===== src/rtl/uart_rx.sv =====
// ---------------------------------------------------------------------------
// uart_rx -- oversampling UART receiver
//
// Receives N-bit words, MSB first on the line, framed as
//   start(0) | N data bits | optional parity bit | 1 or 2 stop bits.
// The line is oversampled at OS clk cycles per bit. Each bit is sampled once,
// at mid-bit, timed from the falling start edge.
//
// Parameters
//   N       data word width
//   PARITY  0 none, 1 even, 2 odd, 3 mark, 4 space
//   STOP    0 = one stop bit, 1 = two stop bits
//   OS      clk cycles per bit period (even, >= 4)
//
// Ports
//   clk         in   clock, rising edge
//   nrst        in   asynchronous active-low reset
//   rx          in   serial line, idle high, asynchronous to clk
//   data        out  [N-1:0] last received word (held until next valid)
//   valid       out  one-cycle pulse when a frame completes
//   parity_err  out  parity mismatch on the last frame (0 when PARITY=0)
//   frame_err   out  a stop-bit sample was 0 on the last frame
//   busy        out  high whenever the FSM is not in IDLE
//
// Build option
//   UART_RX_MAJORITY_EN  when defined, every mid-bit sample is replaced by a
//                        2-of-3 majority vote over three consecutive samples.
// ---------------------------------------------------------------------------
module uart_rx #(
  parameter int N      = 8,
  parameter int PARITY = 0,
  parameter int STOP   = 0,
  parameter int OS     = 16
) (
  input  logic         clk,
  input  logic         nrst,
  input  logic         rx,
  output logic [N-1:0] data,
  output logic         valid,
  output logic         parity_err,
  output logic         frame_err,
  output logic         busy
);

  localparam int CW   = $clog2(OS);
  localparam int BMAX = (N > 2) ? N : 2;
  localparam int BW   = $clog2(BMAX);

  localparam logic [CW-1:0] CNT_MID   = CW'(OS / 2 - 1);
  localparam logic [CW-1:0] CNT_LAST  = CW'(OS - 1);
  localparam logic [BW-1:0] BIT_LAST  = BW'(N - 1);
  localparam logic [BW-1:0] STOP_LAST = BW'(STOP);

  typedef enum logic [2:0] {
    S_IDLE  = 3'd0,
    S_START = 3'd1,
    S_DATA  = 3'd2,
    S_PAR   = 3'd3,
    S_STOP  = 3'd4
  } state_t;

  // Returns 1 when the received parity bit disagrees with the configured mode.
  function automatic logic parity_bad(input logic [N-1:0] word, input logic pbit);
    logic bad;
    case (PARITY)
      32'sd1:  bad = (^word) ^ pbit;
      32'sd2:  bad = ~((^word) ^ pbit);
      32'sd3:  bad = ~pbit;
      32'sd4:  bad = pbit;
      default: bad = 1'b0;
    endcase
    return bad;
  endfunction

  // Synchronizer stages and previous synchronized value (edge detect).
  logic rx_meta_q, rx_meta_d;
  logic rxs_q, rxs_d;
  logic rxs_prev_q, rxs_prev_d;

  state_t        state_q, state_d;
  logic [CW-1:0] cnt_q, cnt_d;
  logic [BW-1:0] bit_q, bit_d;
  logic [N-1:0]  sh_q, sh_d;
  logic          perr_pend_q, perr_pend_d;
  logic          ferr_pend_q, ferr_pend_d;

  logic [N-1:0]  data_q, data_d;
  logic          valid_q, valid_d;
  logic          parity_err_q, parity_err_d;
  logic          frame_err_q, frame_err_d;
  logic          busy_q, busy_d;

  logic          tick_s;
  logic          bit_s;
  logic          ferr_now_s;

  assign tick_s = (cnt_q == CNT_MID);

`ifdef UART_RX_MAJORITY_EN
  // At the mid-bit tick the three taps hold the line at counter values
  // OS/2-2 (rxs_prev_q), OS/2-1 (rxs_q) and OS/2 (rx_meta_q, which becomes
  // rxs_q next cycle), so the vote lands in the same cycle as a single sample.
  // A metastable first stage can only sway one vote of the three.
  assign bit_s = (rxs_prev_q & rxs_q) | (rxs_prev_q & rx_meta_q) | (rxs_q & rx_meta_q);
`else
  assign bit_s = rxs_q;
`endif

  // Frame error including the stop sample taken this cycle.
  assign ferr_now_s = ferr_pend_q | ~bit_s;

  // Synchronizer next values.
  always_comb begin
    rx_meta_d  = rx;
    rxs_d      = rx_meta_q;
    rxs_prev_d = rxs_q;
  end

  // Receiver FSM: next state, counters, shift register and output registers.
  always_comb begin
    state_d      = state_q;
    cnt_d        = (cnt_q == CNT_LAST) ? {CW{1'b0}} : cnt_q + CW'(1'b1);
    bit_d        = bit_q;
    sh_d         = sh_q;
    perr_pend_d  = perr_pend_q;
    ferr_pend_d  = ferr_pend_q;
    data_d       = data_q;
    valid_d      = 1'b0;
    parity_err_d = parity_err_q;
    frame_err_d  = frame_err_q;

    case (state_q)
      S_IDLE: begin
        cnt_d = {CW{1'b0}};
        bit_d = {BW{1'b0}};
        if (rxs_prev_q && !rxs_q) begin
          state_d     = S_START;
          perr_pend_d = 1'b0;
          ferr_pend_d = 1'b0;
        end else begin
          state_d = S_IDLE;
        end
      end

      S_START: begin
        if (tick_s) begin
          // A high start sample is a glitch: drop it without touching outputs.
          if (bit_s) begin
            state_d = S_IDLE;
          end else begin
            state_d = S_DATA;
            bit_d   = {BW{1'b0}};
          end
        end else begin
          state_d = S_START;
        end
      end

      S_DATA: begin
        if (tick_s) begin
          // Shift left so the first bit on the line ends up in the MSB.
          sh_d = N'({sh_q, bit_s});
          if (bit_q == BIT_LAST) begin
            bit_d   = {BW{1'b0}};
            state_d = (PARITY != 0) ? S_PAR : S_STOP;
          end else begin
            bit_d = bit_q + BW'(1'b1);
          end
        end else begin
          state_d = S_DATA;
        end
      end

      S_PAR: begin
        if (tick_s) begin
          perr_pend_d = parity_bad(sh_q, bit_s);
          bit_d       = {BW{1'b0}};
          state_d     = S_STOP;
        end else begin
          state_d = S_PAR;
        end
      end

      S_STOP: begin
        if (tick_s) begin
          ferr_pend_d = ferr_now_s;
          // Leaving at mid stop bit leaves half a bit to catch the next edge.
          if (bit_q == STOP_LAST) begin
            state_d      = S_IDLE;
            valid_d      = 1'b1;
            data_d       = sh_q;
            parity_err_d = perr_pend_q;
            frame_err_d  = ferr_now_s;
          end else begin
            bit_d = bit_q + BW'(1'b1);
          end
        end else begin
          state_d = S_STOP;
        end
      end

      default: begin
        state_d = S_IDLE;
        cnt_d   = {CW{1'b0}};
        bit_d   = {BW{1'b0}};
      end
    endcase

    busy_d = (state_d != S_IDLE);
  end

  // State and output registers with asynchronous active-low reset.
  always_ff @(posedge clk or negedge nrst) begin
    if (!nrst) begin
      rx_meta_q    <= 1'b1;
      rxs_q        <= 1'b1;
      rxs_prev_q   <= 1'b1;
      state_q      <= S_IDLE;
      cnt_q        <= {CW{1'b0}};
      bit_q        <= {BW{1'b0}};
      sh_q         <= {N{1'b0}};
      perr_pend_q  <= 1'b0;
      ferr_pend_q  <= 1'b0;
      data_q       <= {N{1'b0}};
      valid_q      <= 1'b0;
      parity_err_q <= 1'b0;
      frame_err_q  <= 1'b0;
      busy_q       <= 1'b0;
    end else begin
      rx_meta_q    <= rx_meta_d;
      rxs_q        <= rxs_d;
      rxs_prev_q   <= rxs_prev_d;
      state_q      <= state_d;
      cnt_q        <= cnt_d;
      bit_q        <= bit_d;
      sh_q         <= sh_d;
      perr_pend_q  <= perr_pend_d;
      ferr_pend_q  <= ferr_pend_d;
      data_q       <= data_d;
      valid_q      <= valid_d;
      parity_err_q <= parity_err_d;
      frame_err_q  <= frame_err_d;
      busy_q       <= busy_d;
    end
  end

  assign data       = data_q;
  assign valid      = valid_q;
  assign parity_err = parity_err_q;
  assign frame_err  = frame_err_q;
  assign busy       = busy_q;

endmodule


===== config.mk =====
export PLATFORM = sky130hd
export DESIGN_NAME = uart_rx
export DESIGN_NICKNAME = d
export VERILOG_FILES = /design/src/rtl/uart_rx.sv
export SDC_FILE = /design/constraint.sdc
export NUM_CORES = 1
export LEC_CHECK = 0
export CORE_MARGIN = 3
export CORE_UTILIZATION = 25
export CTS_BUF_LIST = sky130_fd_sc_hd__clkbuf_8 sky130_fd_sc_hd__clkbuf_16
export CTS_CLUSTER_DIAMETER = 100
export DETAILED_ROUTE_END_ITERATION = 7
export SYNTH_ARGS = -nofsm -noshare
export SYNTH_HDL_FRONTEND = slang
export SYNTH_SLANG_ARGS = --single-unit

===== constraint.sdc =====
create_clock -name clk -period 4.9 [get_ports clk]
set_clock_uncertainty 0.1 [all_clocks]
set_input_delay 0.735 -clock clk [delete_from_list [all_inputs] [get_ports clk]]
set_output_delay 0.735 -clock clk [all_outputs]
set_load 0.03 [all_outputs]

==> flow_summary.json <==
{
  "port_buffers": 13,
  "relSlewSlack_pct": 65.43,
  "p_per_area_nw_per_um2": 399.6,
  "cts_root_buffer": "clkbuf_8",
  "wire_per_inst_microns": 12.39,
  "path_cells": "ha_1 -> and3b_1 -> nand2_4 -> nor3_4 -> mux2_2",
  "setup_viol": 0,
  "clkPwrFrac_pct": 26.9,
  "vias": 860,
  "postCtsSetupRepairBufs": 0,
  "die_area_sq_um": 6799,
  "yosys.area.top_type": "dfrtp_1",
  "coreArea_sq_um": 5574,
  "synthCells": 111,
  "ir_worst_vdd_v": 0.0001725,
  "grt_setup_unrepaired": "no",
  "cts_resized": 0,
  "dp_hpwl_microns": 1727,
  "synth_area_per_cell_sq_um": 13.17,
  "critPathRequiredTime_ns": 4.96,
  "grt_pass1_wl_microns": 4367,
  "yosysWarnings": 0,
  "syn_to_final_growth_pct": 18.41,
  "numCtsBuffers": 5,
  "finalWirelength_microns": 2466,
  "synth.area.top_cells": "dfrtp_1 51%, mux2_2 13%, dfstp_2 5.4%",
  "synth.top_cells.by_count": "30 x dfrtp_1, 17 x mux2_2",
  "synth_top_family_by_area": "multiplexers",
  "critical_path.slowest_cell": "nor3_4",
  "crit_family": "simple AND/OR/NAND/NOR gates",
  "syn-num-nets": 118,
  "timing.fmax_mhz": 460.9,
  "initial_core_util_pct": 26.22,
  "h-tree-depth": 2,
  "crit_path_end_kind": "flip-flop",
  "drv_slew": 0,
  "cp_data_arrival_time_ns": 2.23,
  "clock_sinks": 33,
  "synth-async-reset-ratio_pct": 100.0,
  "synthXorXnorAreaFrac_pct": 1.798,
  "path_max_fanout": 10,
  "synth_top_area_share_pct": 51.37,
  "grt_max_degree": 34,
  "drive_above_1_share_pct": 25.98,
  "synth_flop_cell": "dfrtp_1",
  "synth.most_common_cell": "dfrtp_1",
  "maxCapViolations": 0,
  "antenna_found_initial": 0,
  "via_per_inst": 4.322,
  "path_clk_slew_ns": 0.06,
  "io_pins": 15,
  "fin_crit_ns": 2.170,
  "p_sw_mw": 0.2257,
  "fp.dieW_microns": 82.46,
  "leakagePower_nw": 0.7813,
  "drt_pass1_iterations": 4,
  "finalCritPeriodShare_pct": 44.28,
  "finalNetCount": 133,
  "yosysSeqAreaShare_pct": 56.76,
  "cts_tree": "built",
  "ant_nets": 0,
  "num_rows": 27,
  "synth_fa_ha_area_share_pct": 3.425,
  "track_usage_pct": 8.584,
  "intPower_mw": 0.4658,
  "power_frac_comb_pct": 22.0,
  "crit_buf_inv": 0,
  "final_hold_viol_count": 0,
  "sw_frac_of_total_pct": 32.64,
  "outcome": "completed",
  "synth_edf_count": 0,
  "holdBufCountCts": 0,
  "fin_total_pwr_mw": 0.6914,
  "drcViolationCount": 0,
  "start_kind": "flip-flop",
  "max_slew.worst_pin.slew_ns": 0.5169,
  "crit_type": "reg -> reg",
  "syn-cell-area_sq_um": 1461,
  "clk_latency_ns": 0.28,
  "detail_route.iter0.violations": 57,
  "synth-compound-area-share_pct": 6.764,
  "critical-path-max-stage-delay_ns": 0.42,
  "synth-simple-area-share_pct": 11.73,
  "p_seq_share_pct": 51.1,
  "synth_mux_area_share_pct": 15.24,
  "hold_path.class": "reg -> reg",
  "place_congestion": 0.7313,
  "die_h_microns": 82.46,
  "nFillCells": 558,
  "ys_types": 35,
  "cts_buffer_depth": 2,
  "setup_tns_ns": 0,
  "overflow": 0,
  "antenna_cells": 0,
  "synth-seq-cells": 33,
  "grt_pass1_vias": 956
}
-- placed cells by master (no fill, tap or decap) --
cell type and instances:
nor3b_1 1, or3b_2 1, a2111oi_4 1, mux2i_1 2, mux2_2 17, dfrtp_1 30
nor2_1 5, nand2_4 1, clkbuf_8 5, mux2_1 1, ha_1 4, clkdlybuf4s50_1 13
a32o_1 1, o21ai_0 1, nor3_1 3, clkinv_2 1, dfstp_2 3, nand4b_1 1
o31ai_1 1, nand2_1 5, nand3b_1 1, nand2b_1 3, and3b_1 1, xnor2_1 3
nor3_4 1, buf_4 1, o22ai_1 1, a21oi_1 5, conb_1 1, nor4b_1 1
nor3_2 1, or3_1 2, inv_1 7, o21ai_2 1, a311oi_1 1
-- cells by family after synthesis --
| kind of cell | Yosys count |
|---|---|
| other | 1 |
| multiplexers | 20 |
| adder cells (fa/ha/maj) | 4 |
| buffers and inverters | 11 |
| AND/OR/NAND/NOR | 27 |
| AO/OA/AOI/OAI | 12 |
| flip-flops | 33 |
| XOR/XNOR | 3 |
-- final cells by class --
cell class	count	area (sq um)	share of cell area (%)
clock buffer	5	68.82	3.977
clock inverter	3	12.51	0.7231
inverter	5	18.77	1.085
multi-input combinational	67	573.1	33.12
sequential	33	829.5	47.94
tap	72	90.09	5.206
timing repair buffer	14	137.6	7.954
-- final timing paths --
kind	slack (ns)	start	cells after the start	endpoint
min reg2reg	0.26	rx_meta_q$_DFF_PN1_	0	bit_s$_DFF_PN1_
min in group asynchronous	0.75	nrst	2	ferr_pend_q$_DFFE_PN0P_
max	2.73	cnt_q[0]$_DFF_PN0_	5	data[7]$_DFFE_PN0P_
max reg2reg	2.73	cnt_q[0]$_DFF_PN0_	5	data[7]$_DFFE_PN0P_
min	0.26	rx_meta_q$_DFF_PN1_	0	bit_s$_DFF_PN1_
max in group asynchronous	3.62	nrst	2	rxs_prev_q$_DFF_PN1_
-- power by group through the flow --
stage | Clock [mW] | Combinational, mW | Sequential [mW]
final | 0.186 | 0.152 | 0.353
after CTS | 0.196 | 0.156 | 0.353
after global placement | 0 | 0.148 | 0.352
after detailed placement | 0 | 0.156 | 0.357
after floorplan | 0 | 0.140 | 0.335
after global routing | 0.211 | 0.176 | 0.359
-- sequential cells by signal, indices dropped and copies added (netlist names) --
signal,count
frame_err,1
rx_meta_q,1
sh_q,8
cnt_q,4
valid,1
bit_s,1
bit_q,3
rxs_prev_q,1
data,8
ferr_pend_q,1
busy,1
state_q,3
-- layer usage --
| metal | vias up | wire [microns] | global-route usage, % |
|---|---|---|---|
| met5 | - | 0 | 0 |
| met4 | 0 | 29 | 4.485 |
| met3 | 4 | 91 | 2.169 |
| met2 | 16 | 1259 | 14.10 |
| met1 | 428 | 1085 | 10.31 |
| li1 | 412 | - | - |
-- stage by stage --
stage | hold slack, ns | std cells | util, % | setup slack (ns) | cell area [sq um]
global placement | 0.2478 | 191 | 29.58 | 2.840 | 1649
global route | 0.2660 | 199 | 31.04 | 2.604 | 1730
detailed placement | 0.2535 | 191 | 29.58 | 2.730 | 1649
finish | 0.2590 | 199 | 31.04 | 2.730 | 1730
floorplan | 0.2452 | 111 | - | 3.016 | 1461
CTS | 0.2626 | 199 | 31.04 | 2.717 | 1730
Note: power is estimated with default switching activity, not from simulation.
==> RTL edit (same settings) <==
The parameter `N` goes from 8 to 4.
--- a/src/rtl/uart_rx.sv
+++ b/src/rtl/uart_rx.sv
@@ -28,5 +28,5 @@
 // ---------------------------------------------------------------------------
 module uart_rx #(
-  parameter int N      = 8,
+  parameter int N      = 4,
   parameter int PARITY = 0,
   parameter int STOP   = 0,
Ports: changed (resized data); port bits go from 15 to 11. No check against the original RTL was run, so the function may have changed too.
==> RTL edit against the unedited design <==
Area after synthesis decreased by 28%; setup slack improved by 0.040 ns; design area down 28%; power is 16% lower; routed wire length is 27% lower; critical path depth fell by 4; sequential cell count decreased by 9; clock power is 7% lower; die area decreased by 26%; critical endpoint is now data[0]; largest cell class unchanged.
==> RTL edit: results <==
[outcome]
status = "completed"

[place]
dp_hpwl_mm = 1.316
place_inst = 140
pre_cts_ws_ns = 2.709

[synthesis]
synthesis.nets = 93
avgSynthCellArea_um2 = 12.12
synthTopCellsByCount = "dfrtp_1 (21), mux2_2 (9), nor2_1 (8)"
synthTopCellsByArea = "dfrtp_1 (50%), mux2_2 (9.6%), dfstp_2 (7.5%)"

[clocking]
clkLatencyLatePin_ns = 0.26
htreeDepth = 1

[setup_path]
cp_data_arrival_time_ns = 1.29
reg2reg_setup_slack_ns = 3.00
r2r_end = "data[1]"
worstSetupEndpoint = "data[0]"
crit_start = "data[0]"
cpPeakStageDelay_ns = 0.67
worst_path_max_delay_cell = "clkdlybuf4s50_1"

[routing]
first_iter_violations = 7
routed-wl-met2_um = 863
firstDrtPassIters = 3
viasPerCell = 4.507
wl_per_cell_um = 12.58
wl_mm = 1.811

[sta]
period_minus_slack_ns = 2.130
timing.hold.ws_ns = 0.2602

[grt]
grt_usage_pct = 8.260
grt_max_degree = 25
grt_pass1_vias = 697

[pwr]
leakage_nw = 0.5582
p_total_uw = 581.5
clkPwrFrac_pct = 29.7

[floorplanning]
core_um2 = 3854
==> RTL edit: changes by cell type in the layout (fill, tap and decap cells not counted), sizes merged, moves of 3 or more <==
| cell | change |
|---|---|
| clkdlybuf4s50 | -4 |
| dfrtp | -9 |
| inv | -3 |
| mux2 | -9 |
| nor2 | +3 |
| nor3 | -3 |
==> RTL edit: kinds of logic (layout without fill, tap and decap cells) <==
group	count (synthesis)	after routing	synth area share [%]
AO/OA/AOI/OAI	15	15	9.728
XOR/XNOR	2	2	1.661
adder cells (fa/ha/maj)	3	3	3.559
buffers and inverters	8	17	3.558
flip-flops	24	24	57.30
multiplexers	10	10	10.56
other	1	1	0.3555
AND/OR/NAND/NOR	24	24	13.29
==> RTL edit: final cells by class <==
class	instances	area (µm²)
Timing Repair Buffer	9	90.09
Sequential cell	24	604.3
Clock inverter	1	30.03
Tap cell	48	60.06
Clock buffer	3	41.29
Multi-Input combinational cell	55	412.9
Fill cell	392	2600
Inverter	4	15.01
